### config.mk
export PLATFORM = sky130hd
export DESIGN_NAME = mem_loader
export DESIGN_NICKNAME = d
export VERILOG_FILES = /design/src/rtl/mem_pkg.sv /design/src/rtl/mem_array.sv /design/src/rtl/mem_loader.sv
export SDC_FILE = /design/constraint.sdc
export NUM_CORES = 2
export LEC_CHECK = 0
export BUFFER_PORTS_ARGS = -buffer_cell sky130_fd_sc_hd__buf_2
export CORE_AREA = 2 2 567 682
export CTS_BUF_LIST = sky130_fd_sc_hd__clkbuf_2 sky130_fd_sc_hd__clkbuf_4 sky130_fd_sc_hd__clkbuf_8
export DETAILED_ROUTE_END_ITERATION = 12
export DIE_AREA = 0 0 569 684
export GPL_TIMING_DRIVEN = 0
export SETUP_SLACK_MARGIN = 0.02
export SLEW_MARGIN = 20
export SYNTH_ARGS = -nofsm -noshare
export SYNTH_HDL_FRONTEND = slang
export SYNTH_HIERARCHICAL = 1
export SYNTH_SLANG_ARGS = --single-unit
### constraint.sdc
create_clock -name clk -period 5.4 [get_ports clk]
set_input_delay 0.27 -clock clk [delete_from_list [all_inputs] [get_ports clk]]
set_output_delay 0.27 -clock clk [all_outputs]
set_load 0.01 [all_outputs]
### src/rtl/mem_pkg.sv
// Shared types and default sizes for the unified instruction/data memory
// and its byte-stream boot loader.
package mem_pkg;

  localparam int ADDR_W = 8;
  localparam int HI_W   = 7;
  localparam int LO_W   = 8;
  localparam int DEPTH  = 2 ** ADDR_W;

  typedef enum logic [2:0] {
    CLEAR   = 3'd0,
    LOAD_HI = 3'd1,
    LOAD_LO = 3'd2,
    RUN     = 3'd3,
    ERROR   = 3'd4
  } mem_state_t;

endpackage

### src/rtl/mem_array.sv
// Storage array: one synchronous write port and one asynchronous read port.
// No reset; the loader clears the contents after every reset.
module mem_array #(
  parameter int ADDR_W = 8,
  parameter int WIDTH  = 15
) (
  input  logic              clk,
  input  logic              we,
  input  logic [ADDR_W-1:0] wa,
  input  logic [WIDTH-1:0]  wd,
  input  logic [ADDR_W-1:0] ra,
  output logic [WIDTH-1:0]  rd
);

  logic [WIDTH-1:0] mem [2**ADDR_W];

  always_ff @(posedge clk) begin
    if (we) begin
      mem[wa] <= wd;
    end
  end

  assign rd = mem[ra];

endmodule

### src/rtl/mem_loader.sv
// Unified 256 x 15-bit memory with boot loader: clears the array, loads a
// byte-pair image, then releases the processor and serves its bus.
module mem_loader #(
  parameter int ADDR_W = mem_pkg::ADDR_W,
  parameter int HI_W   = mem_pkg::HI_W,
  parameter int LO_W   = mem_pkg::LO_W
) (
  input  logic              clk,
  input  logic              reset,
  input  logic              load_valid,
  input  logic [7:0]        load_data,
  input  logic              load_last,
  output logic              load_ready,
  output logic              load_done,
  output logic              load_error,
  output logic              cpu_reset,
  input  logic [ADDR_W-1:0] adr,
  input  logic              mem_write,
  input  logic [LO_W-1:0]   wdata,
  output logic [HI_W-1:0]   rdata_hi,
  output logic [LO_W-1:0]   rdata_lo,
  output logic              rdata_lo_oe
);

  import mem_pkg::*;

  localparam int WIDTH = HI_W + LO_W;

  mem_state_t        state;
  logic [ADDR_W-1:0] cnt;
  logic [HI_W-1:0]   hi_reg;

  logic              accept;
  logic              we;
  logic [ADDR_W-1:0] wa;
  logic [WIDTH-1:0]  wd;
  logic [WIDTH-1:0]  rd;

  assign accept = load_valid && load_ready;

  // Write source mux: clear sweep, loader word, or processor store.
  always_comb begin
    we = 1'b0;
    wa = cnt;
    wd = '0;
    if (reset) begin
      case (state)
        CLEAR: begin
          we = 1'b1;
        end
        LOAD_LO: begin
          we = accept;
          wd = {hi_reg, load_data[LO_W-1:0]};
        end
        RUN: begin
          we = mem_write;
          wa = adr;
          wd = {{HI_W{1'b0}}, wdata};
        end
        default: begin
          we = 1'b0;
        end
      endcase
    end
  end

  mem_array #(
    .ADDR_W(ADDR_W),
    .WIDTH (WIDTH)
  ) u_array (
    .clk(clk),
    .we (we),
    .wa (wa),
    .wd (wd),
    .ra (adr),
    .rd (rd)
  );

  assign rdata_hi    = rd[LO_W +: HI_W];
  assign rdata_lo    = rd[LO_W-1:0];
  assign rdata_lo_oe = (state == RUN) && !mem_write;

  // cnt doubles as clear pointer and load address; it wraps to 0 when the
  // clear sweep ends, which is exactly where loading starts.
  always_ff @(posedge clk) begin
    if (!reset) begin
      state      <= CLEAR;
      cnt        <= '0;
      hi_reg     <= '0;
      load_ready <= 1'b0;
      load_done  <= 1'b0;
      load_error <= 1'b0;
      cpu_reset  <= 1'b1;
    end else begin
      cpu_reset <= (state != RUN);
      case (state)
        CLEAR: begin
          cnt <= cnt + ADDR_W'(1);
          if (cnt == '1) begin
            state      <= LOAD_HI;
            load_ready <= 1'b1;
          end
        end
        LOAD_HI: begin
          if (accept) begin
            if (load_data[7] || load_last) begin
              state      <= ERROR;
              load_ready <= 1'b0;
              load_error <= 1'b1;
            end else begin
              hi_reg <= load_data[HI_W-1:0];
              state  <= LOAD_LO;
            end
          end
        end
        LOAD_LO: begin
          if (accept) begin
            cnt <= cnt + ADDR_W'(1);
            if (load_last || (cnt == '1)) begin
              state      <= RUN;
              load_ready <= 1'b0;
              load_done  <= 1'b1;
            end else begin
              state <= LOAD_HI;
            end
          end
        end
        RUN: begin
          load_ready <= 1'b0;
          load_done  <= 1'b1;
        end
        ERROR: begin
          load_ready <= 1'b0;
          load_error <= 1'b1;
        end
        default: begin
          state      <= CLEAR;
          cnt        <= '0;
          load_ready <= 1'b0;
          load_done  <= 1'b0;
          load_error <= 1'b0;
          cpu_reset  <= 1'b1;
        end
      endcase
    end
  end

endmodule

==> flow_metrics.tcl <==
set metrics [dict create \
    status "finished, violations left" \
    pin_count 49 \
    worst_setup_path_end_kind "output pin" \
    synth_flop_cell "edfxtp_1" \
    slew_headroom_pct 9.31 \
    cts_root_buffer "clkbuf_8" \
    syn_avg_cell_area_sq_um 21.7 \
    die_h_um 684 \
    grt_max_degree 81 \
    finalNetCount 7835 \
    cts_buffer_depth 4 \
    vdd_ir_drop_max_mv 0.197 \
    hp-class "in2reg" \
    htree_levels 6 \
    cts_sinks 3862 \
    initial_core_util_pct 38.9 \
    setup_viol 88 \
    timing.final.crit_share_pct 106 \
    cp.required_ns 5.13 \
    finalWeightedCongestion 1.01 \
    die_area_sq_mm 0.389 \
    fin_total_pwr_mw 59.1 \
    power_per_cell_area_mw_per_mm2 342 \
    path_class "in2out" \
    fin_cells 13275 \
    finalMaxSlewViolations 0 \
    die_w_um 569 \
    syn_to_final_growth_pct 16.3 \
    rsz0062_at_grt "no" \
    vias 81575 \
    grt_pass1_wl_um 686000 \
    cts_tree "done" \
    netlist_instances 6863 \
    timing.final.ws_setup_ns -0.346 \
    fmax_ghz 0.174 \
    insertion_delay_ns 1.11 \
    clock_skew_ns 0.101 \
    crit_path_start_kind "input pin" \
    via_per_inst 6.15 \
    drt_iter0_drc 12387 \
    core_area_sq_mm 0.382 \
    row_count 249 \
    yosys_warnings 6 \
    ant_nets 0 \
    drive_above_1_share_pct 33.1 \
    portBuffers 48 \
    period_needed_ns 5.75 \
    antenna_found_initial 26 \
    synth.yosys.seq_area_share_pct 77.8 \
    synthArstFlopShare_pct 0 \
    placedCellCount 12188 \
    synth_cell_types 74 \
    grt_overflow_total 0 \
    violations "negative setup slack" \
    maxCapViolations 0 \
    yosys-top-cells-area "edfxtp_1, mux4_2, mux2i_1" \
    ys_seq_elements 3862 \
    cp_max_fo 10 \
    netlist_area_sq_mm 0.149 \
    yosys.area.top_type "edfxtp_1" \
    drcViolationCount 0 \
    numCtsBuffers 589 \
    avgRoutedWirePerCell_um 39.0 \
    hold_violations 0 \
    post-dp-hpwl_um 362000 \
    netlist.area_leader.share_pct 77.5 \
    largest_reg_flops 3840 \
    worstMarginPinSlew_ns 1.36 \
    yosysMostFrequentCell "edfxtp_1" \
    synth.net_count 6893 \
    grt_usage_pct 26.1 \
    grt_pass1_vias 80198 \
    finalWirelength_um 517000 \
    cts.clk_slew.worst_paths_ns 0.06 \
    synth_commonest_cells "edfxtp_1, mux4_2, nor2_1" \
    leakage_nw 60.0 \
    firstDrtPassIters 6 \
    cp.arrival_ns 5.48 \
    synth_edf_count 3840 \
]
-- path summary, 6_finish.rpt --
kind	slack, ns	start	endpoint	cells past startpoint
hold reg to reg	0.56	hi_reg[3]	hi_reg[3]	2
setup reg to reg	-0.07	state[2]	u_array/mem[47][14]	12
hold / removal	0.12	reset	cnt[6]	4
setup / recovery	-0.35	adr[2]	rdata_hi[4]	11
-- cells in the final DEF, fill, tap and decap left out, types with 73 or more instances in the layout --
cell / count
buf_2: 145
edfxtp_1: 3840
clkinv_1: 132
a21oi_1: 162
buf_8: 81
o22ai_1: 100
a22oi_1: 222
mux2_2: 73
o221ai_1: 77
mux4_2: 826
clkbuf_8: 599
mux2i_1: 237
nor2_2: 168
clkbuf_4: 186
clkbuf_1: 122
buf_6: 148
nor2_4: 90
-- worst max-delay path: stages --
cell and delay [ns]:
buf_2 0.31, buf_2 0.45, clkbuf_4 0.45, inv_2 0.62
nor2_1 0.28, clkbuf_2 0.37, a211oi_2 0.82, a211oi_1 0.22
a21oi_2 0.78, nor3b_4 0.58, buf_2 0.25
-- final cells by class --
type	instances	area, sq um
fill	31626	209000
sequential	3862	116000
multi-input combinational	2573	32100
clock buffer	783	9630
tap	5020	6280
timing repair buffer	351	4990
buffer	419	2660
clock inverter	229	1550
antenna	29	72.6
inverter	9	37.5
-- power breakdown --
group | internal, mW | switching (mW) | total, mW
Combinational | 0.842 | 2.13 | 2.97
Sequential | 32.5 | 0.00831 | 32.5
Clock | 12.3 | 11.4 | 23.6
-- cells by family (layout without fill, tap and decap cells) --
family | Yosys count | count (layout) | synth area share (%)
buffers and inverters | 428 | 1791 | 1.75
AO/OA/AOI/OAI | 820 | 820 | 3.83
XOR/XNOR | 1 | 1 | 0.00589
other | 0 | 29 | 0
multiplexers | 1136 | 1136 | 14.7
AND/OR/NAND/NOR | 615 | 615 | 1.94
flip-flops | 3862 | 3862 | 77.8
adder cells (fa/ha/maj) | 1 | 1 | 0.00841
-- repair_timing --
action / 4_1_cts / 5_1_grt
pin swaps: 1 / 1
gates cloned: 0 / 0
resized for setup: 42 / 18
hold buffers: 39 / 0
buffers inserted: 6 / 1
hold endpoints to repair: 269 / 0
setup endpoints to repair: 24 / 181
-- per-stage QoR --
stage / instance area (sq um) / hold slack [ns] / setup WS [ns] / TNS [ns] / util [%]
6_report: 173000 / 0.117 / -0.346 / -4.27 / 45.3
2_1_floorplan: 149000 / 0.388 / 0.102 / 0 / -
5_1_grt: 173000 / 0.108 / 0.0277 / 0 / 45.2
3_5_place_dp: 161000 / 0.501 / -1.04 / -7.46 / 42.1
4_1_cts: 173000 / 0.0309 / 0.0240 / 0 / 45.2
3_3_place_gp: 155000 / 0.477 / -5.37 / - / 40.6
-- per-layer routing --
metal / vias to the layer above / part of all wire [%] / GRT usage [%]
li1: 31100 / - / -
met1: 43329 / 34 / 30.7
met2: 5792 / 46 / 41.0
met3: 1346 / 11 / 7.35
met4: 8 / 8.8 / 19.2
met5: - / 0.014 / 0
Power figures use the tool's default switching activity.
